==> src/rtl/is_launch_ctrl.sv <==
// Dual-issue launch controller: picks double/single/zero launch from the two FIFO heads and registers the launched pair.
// Optional LAUNCH_PERF_CNT_EN adds per-flag performance counters.
module is_launch_ctrl #(
  parameter int unsigned LINE_W  = 128,
  parameter bit          DUAL_EN = 1'b1
) (
  input  logic                  clk,
  input  logic                  reset,
  input  logic                  flush_i,
  input  logic                  line1_fifo_valid_i,
  input  logic                  line2_fifo_valid_i,
  input  logic [2*LINE_W-1:0]   fifo_to_now_ibus,
  output logic                  double_valid_inst_lunch_flag_o,
  output logic                  single_valid_inst_lunch_flag_o,
  output logic                  zero_valid_inst_lunch_flag_o,
  input  logic                  next_allowin_i,
  output logic                  line1_now_valid_o,
  output logic                  line2_now_valid_o,
  output logic [2*LINE_W-1:0]   now_to_next_obus,
  input  logic                  load_done_i,
  input  logic [4:0]            load_rd_i
`ifdef LAUNCH_PERF_CNT_EN
  ,
  output logic [31:0]           perf_double_cnt_o,
  output logic [31:0]           perf_single_cnt_o,
  output logic [31:0]           perf_zero_cnt_o
`endif
);

  localparam int unsigned REG_N = 32;

  logic [LINE_W-1:0] l1, l2;
  logic [4:0]        l1_rd, l1_rj, l1_rk, l2_rd, l2_rj, l2_rk;
  logic              l1_we, l1_rje, l1_rke, l1_ld, l1_br;
  logic              l2_we, l2_rje, l2_rke, l2_ld, l2_br, l2_s1o;
  logic [REG_N-1:0]  busy, set_mask, clr_mask;
  logic              now_allowin, l1_haz, l2_haz, l1_wr, l2_raw, waw, single_cond;
  logic              launch1, launch2;

  assign l1 = fifo_to_now_ibus[LINE_W-1:0];
  assign l2 = fifo_to_now_ibus[2*LINE_W-1:LINE_W];

  assign l1_rd  = l1[4:0];   assign l1_we  = l1[5];
  assign l1_rj  = l1[10:6];  assign l1_rje = l1[11];
  assign l1_rk  = l1[16:12]; assign l1_rke = l1[17];
  assign l1_ld  = l1[18];    assign l1_br  = l1[19];
  assign l2_rd  = l2[4:0];   assign l2_we  = l2[5];
  assign l2_rj  = l2[10:6];  assign l2_rje = l2[11];
  assign l2_rk  = l2[16:12]; assign l2_rke = l2[17];
  assign l2_ld  = l2[18];    assign l2_br  = l2[19];
  assign l2_s1o = l2[20];

  assign now_allowin = ~line1_now_valid_o | next_allowin_i;

  // Load-use hazards against the outstanding-load scoreboard
  assign l1_haz = line1_fifo_valid_i & ((l1_rje & busy[l1_rj]) | (l1_rke & busy[l1_rk]));
  assign l2_haz = line2_fifo_valid_i & ((l2_rje & busy[l2_rj]) | (l2_rke & busy[l2_rk]));

  // Intra-pair conflicts that force line2 to wait
  assign l1_wr  = l1_we & (l1_rd != 5'd0);
  assign l2_raw = l1_wr & ((l2_rje & (l2_rj == l1_rd)) | (l2_rke & (l2_rk == l1_rd)));
  assign waw    = l1_wr & l2_we & (l2_rd == l1_rd);

  assign single_cond = ~DUAL_EN | ~line2_fifo_valid_i | l2_haz | l1_br | l2_s1o | l2_br
                     | l2_raw | waw | (l1_ld & l2_ld);

  always_comb begin
    zero_valid_inst_lunch_flag_o   = 1'b0;
    single_valid_inst_lunch_flag_o = 1'b0;
    double_valid_inst_lunch_flag_o = 1'b0;
    if (!reset && !flush_i) begin
      if (!now_allowin || !line1_fifo_valid_i || l1_haz)
        zero_valid_inst_lunch_flag_o = 1'b1;
      else if (single_cond)
        single_valid_inst_lunch_flag_o = 1'b1;
      else
        double_valid_inst_lunch_flag_o = 1'b1;
    end
  end

  assign launch1 = single_valid_inst_lunch_flag_o | double_valid_inst_lunch_flag_o;
  assign launch2 = double_valid_inst_lunch_flag_o;

  always_comb begin
    set_mask = '0;
    clr_mask = '0;
    if (launch1 && l1_ld && l1_wr) set_mask = set_mask | (32'd1 << l1_rd);
    if (launch2 && l2_ld && l2_we && (l2_rd != 5'd0)) set_mask = set_mask | (32'd1 << l2_rd);
    if (load_done_i) clr_mask = 32'd1 << load_rd_i;
  end

  // Scoreboard: set wins over a same-cycle clear; r0 never busy
  always_ff @(posedge clk) begin
    if (reset || flush_i) busy <= '0;
    else                  busy <= ((busy & ~clr_mask) | set_mask) & ~32'd1;
  end

  always_ff @(posedge clk) begin
    if (reset || flush_i) begin
      line1_now_valid_o <= 1'b0;
      line2_now_valid_o <= 1'b0;
      now_to_next_obus  <= '0;
    end else if (now_allowin) begin
      line1_now_valid_o <= launch1;
      line2_now_valid_o <= launch2;
      now_to_next_obus  <= {(launch2 ? l2 : LINE_W'(0)), (launch1 ? l1 : LINE_W'(0))};
    end
  end

`ifdef LAUNCH_PERF_CNT_EN
  always_ff @(posedge clk) begin
    if (reset) begin
      perf_double_cnt_o <= '0;
      perf_single_cnt_o <= '0;
      perf_zero_cnt_o   <= '0;
    end else if (line1_fifo_valid_i) begin
      if (double_valid_inst_lunch_flag_o) perf_double_cnt_o <= perf_double_cnt_o + 32'd1;
      if (single_valid_inst_lunch_flag_o) perf_single_cnt_o <= perf_single_cnt_o + 32'd1;
      if (zero_valid_inst_lunch_flag_o)   perf_zero_cnt_o   <= perf_zero_cnt_o + 32'd1;
    end
  end
`endif

endmodule

==> config.mk <==
export PLATFORM = sky130hd
export DESIGN_NAME = is_launch_ctrl
export DESIGN_NICKNAME = d
export VERILOG_FILES = /design/src/rtl/is_launch_ctrl.sv
export SDC_FILE = /design/constraint.sdc
export NUM_CORES = 1
export LEC_CHECK = 0
export ABC_AREA = 0
export CAP_MARGIN = 20
export CORE_AREA = 2 2 207 209
export CTS_BUF_LIST = sky130_fd_sc_hd__clkbuf_8
export DETAILED_ROUTE_END_ITERATION = 16
export DIE_AREA = 0 0 209 211
export GPL_ROUTABILITY_DRIVEN = 0
export HOLD_SLACK_MARGIN = 0.12
export SLEW_MARGIN = 20
export SYNTH_ARGS = -nofsm -noshare
export SYNTH_HDL_FRONTEND = slang
export SYNTH_SLANG_ARGS = --single-unit
==> constraint.sdc <==
create_clock -name clk -period 5.8 [get_ports clk]
set_input_delay 0.58 -clock clk [delete_from_list [all_inputs] [get_ports clk]]
set_output_delay 0.58 -clock clk [all_outputs]
set_load 0.01 [all_outputs]
# After elaboration in Yosys (flattened, before gate mapping)
# Index checks and enable logic that the tools add are counted.
# op_classes
muxes	21
n_eq_ne	3
reduce_logical	15
n_lt_le_gt_ge	4
shift	3
bitwise_logic	31
# ops
op	count
$mux W128	2
$mux W32	3
$shl A1 B5 Y32 const A	3
$or A32 B32 Y32	2
$and A32 B32 Y32	1
$not A32 Y32	1
$lt A5 B6 Y1 const B	4
$bmux W1 S5	4
$eq A5 B5 Y1	3
$and A1 B1 Y1	13
$mux W1	12
$or A1 B1 Y1	12
$reduce_bool A5 Y1	2
$logic_and A1 B1 Y1	6
$logic_not A1 Y1	4
$logic_or A1 B1 Y1	3
$not A1 Y1	2
# totals
word_cells	82
input_bits	268
output_inout_bits	261
register_bits	290

# Logic depth before layout (Yosys ltp)
# Gate-level depths: netlist of run 1.
# depth
depth_word	22
mapped_depth	12
mapped_depth_nobuf	7

# Worst setup path after synthesis of run 1
# OpenSTA, ideal clock, no wires.
# synth_path
path_type	input to output
start	in fifo_to_now_ibus[7]
end	out double_valid_inst_lunch_flag_o
required_ns	5.220
cell_stages	11
path_slack_ns	2.559
n_path_buf	5
arrival_ns	2.661
cell_sequence	buf_2 buf_2 mux2_2 a221oi_1 o21ai_0 a41o_1 a31oi_1 buf_2 and3_1 buf_6 buf_6
# synth_between
elab_chain_len	8
# synth_lines
element	line	rtl
start, declared	12	input logic [2*LINE_W-1:0] fifo_to_now_ibus,
$bmux W1 S5	56	assign l1_haz = line1_fifo_valid_i & ((l1_rje & busy[l1_rj]) | (l1_rke & busy[l1_rk]));
$mux W1 (implied by the code)	56	
$and A1 B1 Y1	56	
$or A1 B1 Y1	56	
$and A1 B1 Y1	56	
$logic_or A1 B1 Y1	72	if (!now_allowin || !line1_fifo_valid_i || l1_haz)
$mux W1	72	
$mux W1	71	if (!reset && !flush_i) begin
end, declared	13	output logic double_valid_inst_lunch_flag_o,
# Every way passes these cells. The select of a mux whose other input is x is not followed.

# Worst setup path after layout of run 1
# layout_path
start	in fifo_to_now_ibus[135]
end	out double_valid_inst_lunch_flag_o
# layout_between
elab_chain_len	15
elab_cells_between_ends	19
cone_classes	1 x eq/ne; 5 x mux; 13 x bitwise
# layout_lines
element	line	rtl
$bmux W1 S5	57	assign l2_haz = line2_fifo_valid_i & ((l2_rje & busy[l2_rj]) | (l2_rke & busy[l2_rk]));
$mux W1 (implied by the code)	57	
$and A1 B1 Y1	57	
$or A1 B1 Y1	57	
$and A1 B1 Y1	57	
$or A1 B1 Y1 (4 in series)	64	assign single_cond = ~DUAL_EN | ~line2_fifo_valid_i | l2_haz | l1_br | l2_s1o | l2_br
$or A1 B1 Y1 (*) (3 in series)	65	| l2_raw | waw | (l1_ld & l2_ld);
$mux W1 (*)	74	else if (single_cond)
$mux W1 (*)	72	
$mux W1 (*)	71	
# Mark *: on every way between the ends. The rest lies on a longest branch, timed or not. The select of a mux whose other input is x is not followed.

==> results.toml, run 1 <==
[final_layout]
final_common_cell = "clkdlybuf4s50_1"
seq_area_um2 = 5790
antennaDiodeCount = 0
drive_gt1_share_pct = 7.81
final_cell_mix = "clkdlybuf4s50_1, dfxtp_1, a22o_1"
fillers = 3967
synthToLayoutAreaGrowth_pct = 61.1
multiInputGateArea_um2 = 4650
fin_nets = 1703

[timing]
drv_slew = 0
slew_headroom_pct = 29.7
timing.hold.ws_ns = 0.458
fin_crit_sh_pct = 78.7
tns_ns = 0
finalClockSkew_ns = 0.0280
rsz0062_at_grt = "no"
worstMarginPinSlew_ns = 1.05
hold_viol_final = 0
fmax_ghz = 0.219
setup_viol = 0
period_needed_ns = 4.57

[logic_synthesis]
synth-warning-count = 0
synth-edff-count = 0
syn_nets = 1206
avgSynthCellArea_um2 = 11.6
syn_area_um2 = 10900
async_flop_share_pct = 0
synth.yosys.seq_area_share_pct = 53.0
ys_ff_latch = 289
synth_cell_types = 48
netlist_instances = 938
synth_ff_type = "dfxtp_1"

[route]
met1Wirelength_um = 18800
wl_met2_um = 22100
drc = 0
wl_um = 46700
drt-vias-per-instance = 5.10
drt_iter0_drc = 904
wl_met3_um = 4550
highest_layer = "met5"
first_pass_iters = 5
ant_nets = 0
vias = 10300
wl_per_cell_um = 23.2

[run]
drv_cap = 0

[worst_hold_path]
hold_path_class = "flop to flop"
hp-start = "now_to_next_obus[148]$_SDFFE_PN0N_"

[outcome]
status = "completed"

[clock_network]
cts_resized = 0
cts_root_buffer = "clkbuf_8"
htree_levels = 2
holdBufCountCts = 0
insertion_delay_ns = 0.62
cts.clk_slew.worst_paths_ns = 0.06
cts_tree = "built"
cts_buffer_depth = 3
cts_buffers = 52
cts.sinks = 289
post_cts_buffers = 0

[die]
start_util_pct = 26.2
die_y_um = 211
die_area_um2 = 44100
core_um2 = 41800
num_rows = 75
die_x_um = 209
io_pins = 529

[critical_path]
startpoint = "fifo_to_now_ibus[135]"
crit_required_ns = 5.22
path_common_cell = "clkdlybuf4s50_1"
endpoint_kind = "output pin"
r2r-start = "busy[7]$_SDFF_PN0_"
path_max_fanout = 14
critPathKind = "input port to output pin"
critPathSlowestCell = "clkdlybuf4s50_1"
cpPeakStageDelay_ns = 0.88
worstSetupStartpointType = "input port"
crit_arrival_ns = 3.99
crit_path_cell_trace = "clkdlybuf4s50_1, mux4_2, and2_1, o31ai_1, nor4_2, nor4_4, and3_4, clkdlybuf4s50_1"

[power_and_ir_drop]
seqPwrFrac_pct = 46.6
power.total_uw = 4350
cellPowerDensity_nw_per_um2 = 247
max-vdd-ir-drop_v = 0.000143
clkPwrFrac_pct = 43.7
switching_share_pct = 24.0
comb_power_share_pct = 9.7
p_leak_uw = 0.00662
p_int_uw = 3310
p_sw_uw = 1040

[global_route]
grt_overflow = 0
first_global_vias = 10200
grt_max_degree = 128
grt_first_pass_wirelength_um = 67100
track_usage_pct = 20.0
antenna_found_initial = 4

[placement]
numPortBuffers = 528
hpwlAfterDp_um = 34200
-- state kept, by name, summed over array words and instances, names as in the netlist --
name and count:
now_to_next_obus 256, busy 31, line1_now_valid_o 1, line2_now_valid_o 1
-- power by group through the flow --
stage	sequential, uW	clock (uW)	combinational, uW
after global routing	2030	2050	442
after detailed placement	2070	0	419
after floorplan	2080	0	122
after CTS	2030	1960	421
after global placement	2070	0	416
final	2030	1900	421
-- Yosys cell counts, drive strengths merged (2+ instances only) --
master	n	area, um2
a32o	2	20.0
o311ai	3	26.3
a311oi	2	17.5
buf	44	308
o311a	10	100
nand2b	3	18.8
o21ai	33	165
a21oi	2	10.0
a41oi	27	236
and3	7	43.8
clkbuf	50	188
a31oi	4	25.0
dfxtp	289	5790
nor3	4	20.0
o221ai	4	35.0
xor2	12	105
nand2	24	90.1
inv	8	30.0
a221oi	2	17.5
nand3	15	75.1
o31ai	2	15.0
nor4	6	58.8
a22o	250	2190
xnor2	3	26.3
nor3b	7	52.6
nand3b	9	67.6
o211a	16	160
nor2b	10	62.6
nor2	17	63.8
nand4	7	43.8
mux4	18	405
mux2i	28	280
and2	4	25.0
mux2	7	78.8
-- final cells by class --
| cell class | instances | area share, % |
|---|---|---|
| Sequential cell | 289 | 32.9 |
| Timing Repair Buffer | 537 | 30.8 |
| Multi-Input combinational cell | 547 | 26.4 |
| Clock buffer | 61 | 4.77 |
| Tap cell | 539 | 3.83 |
| Clock inverter | 30 | 1.08 |
| Inverter | 8 | 0.171 |
-- critical path: cells and delay by family --
kind | cells | cell delay (ns)
buf+inv | 2 | 1.43
simple gates | 4 | 1.12
mux | 1 | 0.57
compound gates | 1 | 0.27
-- kinds of logic (layout without fill, tap and decap cells) --
kind of cell / count (synthesis) / count (layout) / share of synthesized area (%)
muxes: 53 / 53 / 7.00
DFF: 289 / 289 / 53.0
xor gates and xnor gates: 15 / 15 / 1.20
buffers and inverters: 102 / 636 / 4.81
AOI/OAI and AO/OA: 363 / 363 / 28.1
and+or+nand+nor: 116 / 116 / 5.91
-- through the flow --
stage	util (%)	cell area, um2	instances	setup slack, ns
floorplan	-	10900	938	2.56
global placement	39.6	16500	1919	1.29
detailed placement	39.6	16600	1920	1.26
CTS	42.1	17600	2011	1.26
global route	42.1	17600	2011	1.09
finish	42.1	17600	2011	1.23
-- per-layer routing --
layer / GRT usage [%] / up-vias
met5: 0 / -
met4: 6.28 / 8
met3: 7.51 / 66
met2: 33.2 / 544
met1: 24.1 / 4961
li1: - / 4680
-- path summary, 6_finish.rpt --
kind / slack, ns / cells past startpoint / endpoint
worst max register to register: 2.61 / 8 / now_to_next_obus[202]$_SDFFE_PN0N_
worst min register to register: 0.46 / 1 / now_to_next_obus[148]$_SDFFE_PN0N_
worst max-delay path: 1.23 / 8 / double_valid_inst_lunch_flag_o
worst min-delay path: 0.46 / 1 / now_to_next_obus[148]$_SDFFE_PN0N_
(Power assumes the default switching activity.)
==> run 2, diff against run 1 <==
--- a/config.mk
+++ b/config.mk
@@ -7,10 +7,10 @@
 export LEC_CHECK = 0
 export ABC_AREA = 0
 export CAP_MARGIN = 20
-export CORE_AREA = 2 2 207 209
+export CORE_AREA = 2 2 206 208
 export CTS_BUF_LIST = sky130_fd_sc_hd__clkbuf_8
 export DETAILED_ROUTE_END_ITERATION = 16
-export DIE_AREA = 0 0 209 211
+export DIE_AREA = 0 0 208 210
 export GPL_ROUTABILITY_DRIVEN = 0
 export HOLD_SLACK_MARGIN = 0.12
 export SLEW_MARGIN = 20
==> constraint.sdc (replaced) <==
create_clock -name clk -period 4 [get_ports clk]
set_input_delay 0.4 -clock clk [delete_from_list [all_inputs] [get_ports clk]]
set_output_delay 0.4 -clock clk [all_outputs]
set_load 0.01 [all_outputs]
==> results.toml, run 2 (synthesized netlist as in run 1, its figures left out) <==
[clock_network]
cts_tree = "built"
cts_root_buffer = "clkbuf_8"
htree_levels = 2
cts_resized = 0
cts.clk_slew.worst_paths_ns = 0.06
cts.sinks = 289
cts_buffer_depth = 3
holdBufCountCts = 0
insertion_delay_ns = 0.61
post_cts_buffers = 0
cts_buffers = 52

[critical_path]
worstSetupStartpointType = "input port"
crit_path_cell_trace = "clkdlybuf4s50_1, mux4_2, mux2_2, nor3b_1, nor4_1, nor4_4, and3_4, clkdlybuf4s50_1"
path_common_cell = "clkdlybuf4s50_1"
cpPeakStageDelay_ns = 0.73
crit_required_ns = 3.60
endpoint_kind = "output pin"
crit_arrival_ns = 3.32
critPathKind = "input port to output pin"
critPathSlowestCell = "clkdlybuf4s50_1"
path_max_fanout = 8

[placement]
placed_cells = 1941
numPortBuffers = 528
hpwlAfterDp_um = 34500
dp_slack_ns = 0.275
postPlaceCellArea_um2 = 16700

[die]
num_rows = 75
die_y_um = 210
core_um2 = 41500
die_x_um = 208
die_area_um2 = 43700
io_pins = 529
start_util_pct = 26.3

[global_route]
antenna_found_initial = 6
grt_overflow = 0
grt_max_degree = 138
grt_first_pass_wirelength_um = 68400
first_global_vias = 10400
track_usage_pct = 20.6

[final_layout]
antennaDiodeCount = 0
largest_register_ffs = 256
synthToLayoutAreaGrowth_pct = 63.5
final_core_util_pct = 43.1
fillers = 3924
final_common_cell = "clkdlybuf4s50_1"
stdcell_count = 2036
drive_gt1_share_pct = 9.69
final_cell_mix = "clkdlybuf4s50_1, dfxtp_1, a22o_1"
design_area_um2 = 17900
fin_nets = 1724
reg_top3 = "now_to_next_obus (256), busy (31)"
top_register = "now_to_next_obus"

[timing]
worstMarginPinSlew_ns = 1.13
drv_slew = 0
fmax_ghz = 0.269
hold_viol_final = 0
slew_headroom_pct = 24.4
rsz0062_at_grt = "no"
period_needed_ns = 3.72
worst_slack_ns = 0.279
setup_viol = 0
fin_crit_sh_pct = 93.0
tns_ns = 0
finalClockSkew_ns = 0.0230

[route]
wl_per_cell_um = 23.1
ant_nets = 0
wl_um = 47100
drt_iter0_drc = 869
vias = 10400
drt-vias-per-instance = 5.11
drc = 0
first_pass_iters = 7

[run]
drv_cap = 0

[power_and_ir_drop]
p_leak_uw = 0.00676
max-vdd-ir-drop_v = 0.000224
cellPowerDensity_nw_per_um2 = 370

[worst_hold_path]
hold_path_class = "input port to flop"

[outcome]
status = "completed"
==> run 2: cell type report <==
cell class / instances / area (um2) / share of cell area (%)
multi-input combinational: 547 / 4640 / 26.0
tap: 539 / 674 / 3.77
sequential: 289 / 5790 / 32.4
clock buffer: 63 / 867 / 4.85
inverter: 8 / 30.0 / 0.168
timing repair buffer: 558 / 5600 / 31.3
clock inverter: 32 / 274 / 1.53
==> run 2: worst paths after layout <==
path,from,to,slack [ns],cells after the start
setup / recovery,fifo_to_now_ibus[141],double_valid_inst_lunch_flag_o,0.28,8
setup reg to reg,busy[19]$_SDFF_PN0_,now_to_next_obus[235]$_SDFFE_PN0N_,1.08,8
hold reg to reg,now_to_next_obus[10]$_SDFFE_PN0N_,now_to_next_obus[10]$_SDFFE_PN0N_,0.46,2
hold / removal,fifo_to_now_ibus[11],now_to_next_obus[11]$_SDFFE_PN0N_,0.38,3
==> run 2: through the flow <==
stage / hold WS [ns] / total power [uW]
floorplan: 0.485 / 3190
global placement: 0.436 / 3620
detailed placement: 0.445 / 3620
CTS: 0.327 / 6690
global route: 0.329 / 6870
finish: 0.381 / 6610
==> run 2: worst max-delay path, delay by kind of cell <==
kind / cells / cell delay, ns
buffers and inverters: 2 / 1.29
and+or+nand+nor: 4 / 0.79
muxes: 2 / 0.82
==> run 2: power by group <==
part / internal (uW) / total, uW / leakage, uW / switching (uW)
registers: 2920 / 2940 / 0.00233 / 20.4
logic: 380 / 630 / 0.00378 / 249
clock network: 1750 / 3040 / 0.000646 / 1290
total: 5050 / 6610 / 0.00676 / 1560
==> run 2: metal layers <==
layer  vias up  part of all wire (%)  track usage, %
met3        78                    10            7.78
met4        10                   3.2            6.92
li1       4729                     -               -
met1      5012                    40            25.3
met5         -                  0.14               0
met2       574                    47            33.1
==> run 3, diff against run 2 <==
--- a/config.mk
+++ b/config.mk
@@ -7,12 +7,13 @@
 export LEC_CHECK = 0
 export ABC_AREA = 0
 export CAP_MARGIN = 20
-export CORE_AREA = 2 2 206 208
-export CTS_BUF_LIST = sky130_fd_sc_hd__clkbuf_8
+export CORE_AREA = 2 2 209 211
+export CTS_BUF_LIST = sky130_fd_sc_hd__clkbuf_16
 export DETAILED_ROUTE_END_ITERATION = 16
-export DIE_AREA = 0 0 208 210
+export DIE_AREA = 0 0 211 213
 export GPL_ROUTABILITY_DRIVEN = 0
 export HOLD_SLACK_MARGIN = 0.12
+export SETUP_SLACK_MARGIN = 0.5
 export SLEW_MARGIN = 20
 export SYNTH_ARGS = -nofsm -noshare
 export SYNTH_HDL_FRONTEND = slang
==> results.toml, run 3 (synthesized netlist as in run 1, its figures left out) <==
[global_route]
grt_max_degree = 128
first_global_vias = 9960
antenna_found_initial = 5
track_usage_pct = 19.2
grt_overflow = 0
grt_first_pass_wirelength_um = 64900

[final_layout]
reg_top3 = "now_to_next_obus (256), busy (31)"
synthToLayoutAreaGrowth_pct = 63.8
largest_register_ffs = 256
final_common_cell = "clkdlybuf4s50_1"
stdcell_count = 2016
final_cell_mix = "clkdlybuf4s50_1, dfxtp_1, a22o_1"
top_register = "now_to_next_obus"
seq_area_um2 = 5790
multiInputGateArea_um2 = 4670
fin_nets = 1712
final_core_util_pct = 41.9
fillers = 4027
drive_gt1_share_pct = 8.10
antennaDiodeCount = 0

[power_and_ir_drop]
comb_power_share_pct = 9.4
p_sw_uw = 1530
p_leak_uw = 0.00675
p_int_uw = 5120
switching_share_pct = 23.0
cellPowerDensity_nw_per_um2 = 372
max-vdd-ir-drop_v = 0.000244
clkPwrFrac_pct = 46.4
seqPwrFrac_pct = 44.2

[timing]
timing.hold.ws_ns = 0.425
rsz0062_at_grt = "yes"
tns_ns = 0
setup_viol = 0
finalClockSkew_ns = 0.0221
period_needed_ns = 3.57
hold_viol_final = 0
fmax_ghz = 0.280
drv_slew = 0
fin_crit_sh_pct = 89.3
slew_headroom_pct = 23.4
worstMarginPinSlew_ns = 1.15

[clock_network]
cts.clk_slew.worst_paths_ns = 0.06
cts.sinks = 289
cts_buffers = 35
cts_root_buffer = "clkbuf_16"
cts_buffer_depth = 3
cts_tree = "built"
insertion_delay_ns = 0.54
htree_levels = 2

[placement]
placed_cells = 1950
numPortBuffers = 528
hpwlAfterDp_um = 34300

[die]
num_rows = 76
die_area_um2 = 44900
io_pins = 529
die_y_um = 213
start_util_pct = 25.6
core_um2 = 42700
die_x_um = 211

[worst_hold_path]
hold_path_class = "input port to flop"
hold-path-endpoint = "now_to_next_obus[6]$_SDFFE_PN0N_"
worstHoldPathCells = 2
hp-start = "fifo_to_now_ibus[6]"

[critical_path]
r2r-start = "busy[7]$_SDFF_PN0_"
crit_required_ns = 3.60
critPathKind = "input port to output pin"
ff2ff_setup_slack_ns = 1.01
ff2ff_path_depth = 9
worstSetupStartpointType = "input port"
endpoint_kind = "output pin"
crit_arrival_ns = 3.17
r2r_end = "now_to_next_obus[238]$_SDFFE_PN0N_"
path_max_fanout = 18

[route]
wl_um = 46200
ant_nets = 0
first_pass_iters = 5
drc = 0
vias = 10200
drt-vias-per-instance = 5.08
drt_iter0_drc = 903
wl_per_cell_um = 22.9

[outcome]
status = "completed"

[run]
drv_cap = 0
[run 3: cell types whose count changed in the layout (fill, tap and decap cells not counted), sizes merged]
cell	delta
clkinv	+2
clkdlybuf4s50	-11
bufinv	-2
dlygate4sd2	+9
clkbuf	-27
buf	+5
inv	-5
dlymetal6s2s	+2
[run 3: layer usage]
metal / track usage (%) / share of wire, % / vias up
met5: 0 / 0.15 / -
met4: 7.16 / 2.9 / 10
met2: 32.0 / 47 / 520
met1: 22.7 / 40 / 4933
met3: 6.68 / 9.6 / 82
li1: - / - / 4697
[run 3: power groups by stage]
| stage | clock [uW] | combinational [uW] | sequential [uW] |
|---|---|---|---|
| 2_1_floorplan | 0 | 177 | 3010 |
| 3_3_place_gp | 0 | 613 | 3000 |
| 3_5_place_dp | 0 | 620 | 3000 |
| 4_1_cts | 3170 | 624 | 2930 |
| 5_1_grt | 3270 | 661 | 2940 |
| 6_report | 3090 | 626 | 2930 |
[run 3: final cells by class]
class / count / area share [%]
clock buffers: 36 / 5.03
clock inverters: 27 / 1.17
inverters: 8 / 0.168
multi-input cells: 547 / 26.1
flip-flops and latches: 289 / 32.3
well taps: 546 / 3.82
repair buffers: 563 / 31.3
[run 3: worst max-delay path by stage]
stage	start	endpoint	cells after the start
3_5_place_dp	fifo_to_now_ibus[141]	double_valid_inst_lunch_flag_o	8
2_1_floorplan	fifo_to_now_ibus[7]	double_valid_inst_lunch_flag_o	11
5_1_grt	fifo_to_now_ibus[8]	zero_valid_inst_lunch_flag_o	9
3_3_place_gp	fifo_to_now_ibus[141]	double_valid_inst_lunch_flag_o	8
4_1_cts	fifo_to_now_ibus[135]	single_valid_inst_lunch_flag_o	10
6_report	fifo_to_now_ibus[8]	zero_valid_inst_lunch_flag_o	9
[run 3: timing repair]
action	in CTS	in global routing
setup endpoints to repair	3	2
buffers inserted	2	1
pin swaps	3	1
hold buffers	0	0
cloned	0	0
resized for setup	16	4
[run 3: stage by stage]
stage / setup WS, ns / cell area, um2 / power [uW]
after floorplan: 1.12 / 10900 / 3190
after global placement: 0.211 / 16700 / 3610
after detailed placement: 0.186 / 16700 / 3620
after CTS: 0.511 / 17900 / 6730
after global routing: 0.344 / 17900 / 6870
final: 0.429 / 17900 / 6650
[run 3: worst max-delay path, cell delays in order]
cell             delay, ns
clkdlybuf4s50_1       0.68
nor2b_1               0.10
a2111oi_1             0.44
o311ai_0              0.18
a41o_1                0.25
a31oi_2               0.21
buf_4                 0.30
nor2_1                0.11
clkdlybuf4s50_1       0.49
